$ cat src/rtl/cache_mem_arbiter.sv
`default_nettype none
// ============================================================================
// cache_mem_arbiter : round-robin backing-memory arbiter + CPU stall/clock-enable
// Rev 1.0
// ============================================================================
module cache_mem_arbiter #(
  parameter int NPORT = 2,
  parameter int AW    = 32,
  parameter int DW    = 32
) (
  input  logic                CLK,
  input  logic                Reset,
  input  logic [NPORT-1:0]    req_en,
  input  logic [NPORT-1:0]    req_hit,
  input  logic [NPORT-1:0]    c_req,
  input  logic [NPORT-1:0]    c_we,
  input  logic [NPORT*AW-1:0] c_addr,
  input  logic [NPORT*DW-1:0] c_wd,
  output logic [NPORT-1:0]    c_ready,
  output logic [DW-1:0]       c_rd,
  output logic                m_req,
  output logic                m_we,
  output logic [AW-1:0]       m_addr,
  output logic [DW-1:0]       m_wd,
  input  logic                m_ready,
  input  logic [DW-1:0]       m_rd,
  output logic [NPORT-1:0]    grant,
  output logic                stall,
  output logic                cpu_en
);

  localparam int               c_IDX_W = (NPORT > 1) ? $clog2(NPORT) : 1;
  localparam logic [0:0]       c_IDLE  = 1'b0;
  localparam logic [0:0]       c_BUSY  = 1'b1;
  localparam logic [NPORT-1:0] c_ONE   = NPORT'(1);

  logic [0:0]         r_state;
  logic [NPORT-1:0]   r_grant;
  logic [c_IDX_W-1:0] r_owner;
  logic [c_IDX_W-1:0] r_last;
  logic               r_mWe;
  logic [AW-1:0]      r_mAddr;
  logic [DW-1:0]      r_mWd;
  logic               r_readyQ;

  logic               w_found;
  logic [c_IDX_W-1:0] w_sel;
  logic               w_stall;
  logic               w_done;

  // Search starts just after the last owner so every requester is reached
  // within NPORT-1 foreign transactions.
  always_comb begin
    w_found = 1'b0;
    w_sel   = '0;
    for (int k = 1; k <= NPORT; k++) begin
      if (!w_found && c_req[(int'(r_last) + k) % NPORT]) begin
        w_found = 1'b1;
        w_sel   = c_IDX_W'((int'(r_last) + k) % NPORT);
      end
    end
  end

  assign w_done  = (r_state == c_BUSY) && m_ready;
  assign w_stall = |(req_en & ~req_hit);

  always_ff @(posedge CLK) begin
    if (Reset) begin
      r_state  <= c_IDLE;
      r_grant  <= '0;
      r_owner  <= '0;
      r_last   <= c_IDX_W'(NPORT - 1);
      r_mWe    <= 1'b0;
      r_mAddr  <= '0;
      r_mWd    <= '0;
      r_readyQ <= 1'b0;
    end else begin
      r_readyQ <= ~w_stall;
      case (r_state)
        c_IDLE: begin
          if (w_found) begin
            r_state <= c_BUSY;
            r_grant <= c_ONE << w_sel;
            r_owner <= w_sel;
            r_mWe   <= c_we[w_sel];
            r_mAddr <= c_addr[int'(w_sel)*AW +: AW];
            r_mWd   <= c_wd[int'(w_sel)*DW +: DW];
          end
        end
        default: begin
          if (m_ready) begin
            r_state <= c_IDLE;
            r_grant <= '0;
            r_last  <= r_owner;
          end
        end
      endcase
    end
  end

  // Completion is combinational so the requester sees data in the m_ready cycle.
  assign c_ready = (w_done && !Reset) ? r_grant : '0;
  assign c_rd    = m_rd;
  assign m_req   = (r_state == c_BUSY);
  assign m_we    = r_mWe;
  assign m_addr  = r_mAddr;
  assign m_wd    = r_mWd;
  assign grant   = r_grant;
  assign stall   = w_stall;
  assign cpu_en  = ~w_stall & r_readyQ;

endmodule
`default_nettype wire

$ cat config.mk
export PLATFORM = sky130hd
export DESIGN_NAME = cache_mem_arbiter
export DESIGN_NICKNAME = d
export VERILOG_FILES = /design/src/rtl/cache_mem_arbiter.sv
export SDC_FILE = /design/constraint.sdc
export NUM_CORES = 1
export LEC_CHECK = 0
export CAP_MARGIN = 20
export CELL_PAD_IN_SITES_DETAIL_PLACEMENT = 0
export CELL_PAD_IN_SITES_GLOBAL_PLACEMENT = 1
export CORE_MARGIN = 8
export CORE_UTILIZATION = 24
export CTS_BUF_LIST = sky130_fd_sc_hd__clkbuf_2
export CTS_CLUSTER_SIZE = 30
export DETAILED_ROUTE_END_ITERATION = 8
export PLACE_DENSITY = 0.92
export SLEW_MARGIN = 20
export SYNTH_ARGS = -nofsm -noshare
export SYNTH_HDL_FRONTEND = slang
export SYNTH_SLANG_ARGS = --single-unit
$ cat constraint.sdc
create_clock -name CLK -period 2.3 [get_ports CLK]
set_input_delay 0.46 -clock CLK [delete_from_list [all_inputs] [get_ports CLK]]
set_output_delay 0.46 -clock CLK [all_outputs]
set_load 0.02 [all_outputs]
**After elaboration in Yosys (flattened, before gate mapping)**

Cells that the tools add are included.

- Logic and storage cells: 53
- Register bits: 71
- Bits of input ports: 171

- Muxes and demuxes: 19
- Reductions and logical operators: 10
- Equality and inequality tests: 1
- Add/sub/neg operators: 2
- Magnitude comparators: 3
- Bitwise gates (word level): 7
- Shift-type cells: 3

Operator list:

| cell | number |
|---|---|
| $shiftx A64 B7 Y32 | 2 |
| $mux W1 | 15 |
| $mux W2 | 4 |
| $lt A2 B3 Y1 const B | 2 |
| $reduce_and A2 Y1 | 3 |
| $logic_and A1 B1 Y1 | 3 |
| $add A1 B1 Y1 const B | 2 |
| $and A1 B1 Y1 const A | 2 |
| $and A2 B2 Y2 | 1 |
| $logic_not A1 Y1 | 2 |
| $lt A1 B2 Y1 const B | 1 |
| $ne A2 B2 Y1 const B | 1 |
| $not A1 Y1 | 2 |
| $not A2 Y2 | 1 |
| $reduce_bool A2 Y1 | 1 |
| $reduce_or A2 Y1 | 1 |
| $shl A1 B1 Y2 const A | 1 |
| $and A1 B1 Y1 | 1 |

**Logic depth before layout (Yosys ltp)**

- Depth in word-level cells: 12
- Depth in mapped cells: 5

**Worst setup path after synthesis**

OpenSTA, ideal clock, no wires.

- Path type: input port to output port
- Start: in Reset
- End: out c_ready[0]
- Stages: 3
- Slack: 444 ps
- Required time: 1840 ps
- Data arrival time: 1396 ps
- Cells stage by stage: clkbuf_1 -> clkbuf_1 -> nor3b_1

- Word-level cells in the longest chain between the ends: 3

Ends and longest elaborated chain:

| element | line | RTL |
|---|---|---|
| from (decl) | 12 | `input logic Reset,` |
| $logic_not A1 Y1 | 102 | `assign c_ready = (w_done && !Reset) ? r_grant : '0;` |
| $logic_and A1 B1 Y1 | 102 |  |
| $mux W2 | 102 |  |
| to (decl) | 19 | `output logic [NPORT-1:0] c_ready,` |

No other way between the ends.

**Worst setup path in the final report**

- Start: in req_hit[1]
- End: out cpu_en

- Word-level cells in the longest chain between the ends: 5

Ends and longest elaborated chain:

| element | line | RTL |
|---|---|---|
| from (decl) | 14 | `input logic [NPORT-1:0] req_hit,` |
| $not A2 Y2 | 65 | `assign w_stall = \|(req_en & ~req_hit);` |
| $and A2 B2 Y2 | 65 |  |
| $reduce_or A2 Y1 | 65 |  |
| $not A1 Y1 | 110 | `assign cpu_en = ~w_stall & r_readyQ;` |
| $and A1 B1 Y1 | 110 |  |
| to (decl) | 29 | `output logic cpu_en` |

No other way between the ends.

==> summary.md <==
| Metric | Value |
|---|---|
| Die outline width | `134.1 um` |
| Post-CTS clock slew at the launch and capture registers of the worst setup and hold paths | `180 ps` |
| Cell area after technology mapping | `3347 um2` |
| Initial antenna violation count | `0` |
| Routability cong. | `0.7784` |
| Count of max-cap constraint violations | `0` |
| Drt wl/cell | `16.04 um` |
| Area added between synthesis and finish | `64.93%` |
| Most area-consuming cells after synthesis | `sky130_fd_sc_hd__dfxtp_1 42%, sky130_fd_sc_hd__a211oi_1 13%, sky130_fd_sc_hd__a21oi_1 10%, sky130_fd_sc_hd__buf_4 9.0%, sky130_fd_sc_hd__nand2_1 7.5%` |
| Drt first-iter violations | `142` |
| Element type at the critical path end | `output port` |
| Main combinational cell family by area after synthesis | `compound AO/OA/AOI/OAI gates` |
| TritonCTS sink count | `71` |
| Minimum clock period | `around 2200 ps` |
| Die area | `17980 um2` |
| Area share of fa/ha/maj cells after synthesis | `0%` |
| Vias in the first global route | `roughly 3700` |
| Wire length of the first global-routing pass | `19310 um` |
| Drt first pass iters | `4` |
| Root buffer cell | `sky130_fd_sc_hd__clkbuf_2` |
| Synth Register Bits | `between 70 and 80` |
| Share of synthesized cell area in and, or, nand and nor gates | `16.37%` |
| Clock insertion delay at the later pin of the skew report | `530 ps` |
| Estimated wirelength of the detail-placed design | `9459 um` |
| Hold WC Path Type | `primary input to flop` |
| TritonCTS clock tree | `yes` |
| Unique masters post-synth | `21` |
| Residual DRC | `0` |
| Number of failing hold endpoints at the final stage | `0` |
| Share of the core filled with cells | `40.08%` |
| Post-synthesis cell type with the largest combined area | `sky130_fd_sc_hd__dfxtp_1` |
| Maximum level of the CTS H-tree | `3` |
| Total overflow reported by the global router | `0` |
| Detailed Route WL | `12400 um` |
| Placement Rows | `43` |
| Commonest cells after routing, fill and taps aside | `206 x sky130_fd_sc_hd__clkdlybuf4s50_1, 71 x sky130_fd_sc_hd__dfxtp_1, 67 x sky130_fd_sc_hd__nand2_1, 67 x sky130_fd_sc_hd__nor2_1, 67 x sky130_fd_sc_hd__a21oi_1` |
| Final ANT Viol Nets | `0` |
| Pin slew with the least headroom to its limit | `807.7 ps` |
| Post-CTS Setup Inserts | `0` |
| Setup Crit Path Kind | `primary input to output port` |
| Die Y | `around 130 um` |
| Outcome | `finished clean` |
| Met2 WL post-DR | `6182 um` |
| Layout Nets | `759` |
| Placeable Area | `between 10000 and 15000 um2` |
| Kind of start point of the critical path | `primary input` |
| Global router's overall resource usage | `13.46%` |
| Post-synth top area share | `42.47%` |
| Vias | `approximately 3600` |
| Detailed-route vias per instance | `between 4 and 5` |
| Sum of met3 wire segment lengths after detailed routing | `1237 um` |
| Synth Warn # | `0` |
| Post-Syn Instances | `423` |
| Starting Density | `24.30%` |
| Number of setup violations in the final report | `0` |
| Input/output buffers | `210` |
| Ports placed on the boundary | `~280` |
| Share of final-layout standard cells stronger than drive strength 1 | `7.083%` |
| Complex-gate fraction of the synthesized area | `approximately 28%` |
| Headroom to the max-slew limit | `between 40% and 50%` |
| Maximum vdd ir drop | `between 0.0003 and 0.0004 V` |
| Required time at the worst-slack endpoint | `1840 ps` |
| Setup Skew | `approximately 13 ps` |
| Portion of the clock cycle consumed by the worst path in the final layout | `96.21%` |
| Commonest non-fill, non-tap cell in the layout | `sky130_fd_sc_hd__clkdlybuf4s50_1` |
| Unrepaired setup endpoints after global routing | `false` |
| Data arrival time of the worst path | `approximately 1800 ps` |
| Power per Cell Area | `561.3 nW/um2` |
| Clock buffers created by TritonCTS | `9` |
| Critical Path Fanout Max | `3` |
| Lkg Pwr | `2.140 nW` |
| Sum of internal, switching and leakage power | `3.098 mW` |
| Pin count of the biggest net entering global routing | `67` |
| XOR/XNOR Fraction of Synth Area | `0%` |
| Syn Area/Cell | `between 7 and 8 um2` |
| Highest routing layer actually used | `met4` |
| Wire length the detailed router placed on met1 | `4808 um` |
| Number of diodes | `0` |
| Buffer depth of the longest clock path | `2` |
| Syn Nets | `594` |
| Sequential element share of the synthesized area | `42.47%` |
| Max Transition Viols Final | `0` |
| Maximum clock frequency | `roughly 450 MHz` |
| Multiplexer area fraction after synthesis | `0%` |
==> routing by layer <==
metal	vias to the layer above	global-route usage (%)
met5	-	0
met4	0	3.993
met3	19	6.657
met2	153	23.49
met1	1678	13.92
li1	1753	-
==> state kept, by name (all words and copies together), names as in the netlist <==
register,flops
m_wd,32
r_owner,1
grant,2
m_we,1
r_readyQ,1
r_last,1
m_req,1
m_addr,32
==> cells in the mapped netlist <==
cell                       count
sky130_fd_sc_hd__clkbuf_1     15
sky130_fd_sc_hd__nand2b_1      1
sky130_fd_sc_hd__o21ba_2       1
sky130_fd_sc_hd__a21boi_2      1
sky130_fd_sc_hd__a211o_1       1
sky130_fd_sc_hd__a21oi_1      67
sky130_fd_sc_hd__buf_2        13
sky130_fd_sc_hd__nor3b_1       3
sky130_fd_sc_hd__and3_1        1
sky130_fd_sc_hd__nand2_1      67
sky130_fd_sc_hd__a211oi_2     10
sky130_fd_sc_hd__nor3_1        1
sky130_fd_sc_hd__o21bai_2      1
sky130_fd_sc_hd__a211oi_1     56
sky130_fd_sc_hd__nor2_1       67
sky130_fd_sc_hd__buf_4        40
sky130_fd_sc_hd__nand3_1       1
sky130_fd_sc_hd__a21bo_2       1
sky130_fd_sc_hd__inv_1         3
sky130_fd_sc_hd__dfxtp_1      71
sky130_fd_sc_hd__o22ai_1       2
==> report_power, final <==
| part | switching (mW) | leakage [nW] | total (mW) | internal, mW |
|---|---|---|---|---|
| logic | 0.533 | 1.49 | 1.12 | 0.584 |
| clock network | 0.429 | 0.0603 | 0.561 | 0.132 |
| registers | 0.0657 | 0.590 | 1.42 | 1.35 |
| total | 1.03 | 2.14 | 3.10 | 2.07 |
==> path summary, 6_finish.rpt <==
kind                        start                       to  slack (ps)  cells after the start
min                         Reset    grant[1]$_SDFFE_PP0P_         200                      2
min reg2reg  r_owner$_SDFFE_PP0P_     r_owner$_SDFFE_PP0P_         470                      2
max reg2reg      m_req$_SDFF_PP0_  m_addr[31]$_SDFFE_PP0P_         780                      5
max                    req_hit[1]                   cpu_en          90                      4
==> layout make-up <==
cell class / count / area [um2]
Clock buffer: 10 / 50.05
Sequential cell: 71 / 1421
Multi-Input combinational cell: 281 / 1514
Clock inverter: 6 / 27.53
Timing Repair Buffer: 222 / 2271
Tap cell: 180 / 225.2
Inverter: 3 / 11.26
Fill cell: 1399 / 8253
==> timing repair <==
item | in CTS | in global routing
hold buffers | 0 | 0
hold endpoints to repair | 0 | 0
resized for setup | 3 | 1
setup endpoints to repair | 3 | 1
==> kinds of logic (layout without fill, tap and decap cells) <==
group,Yosys count,after routing
simple gates,141,141
compound gates,140,140
flops,71,71
buf+inv,71,241
==> worst max-delay path, cell delays in order <==
cell and delay, ps:
sky130_fd_sc_hd__clkdlybuf4s50_1 490, sky130_fd_sc_hd__o22ai_2 90, sky130_fd_sc_hd__nor2_1 100, sky130_fd_sc_hd__clkdlybuf4s50_1 610
==> metrics by stage <==
| stage | TNS, ps | hold WS [ps] | setup slack, ps | instance area [um2] | instances |
|---|---|---|---|---|---|
| final | 0 | 197.2 | 87.26 | 5520 | 773 |
| after global routing | 0 | 80.82 | 6.328 | 5520 | 773 |
| after CTS | 0 | 89.77 | 9.915 | 5514 | 773 |
| after detailed placement | -192.8 | 457.3 | -106.9 | 5440 | 757 |
| after global placement | -162.5 | 443.0 | -102.6 | 5440 | 757 |
| after floorplan | 0 | 431.9 | 444.4 | 3347 | 423 |
No activity file was read; power rests on OpenSTA's default activity.
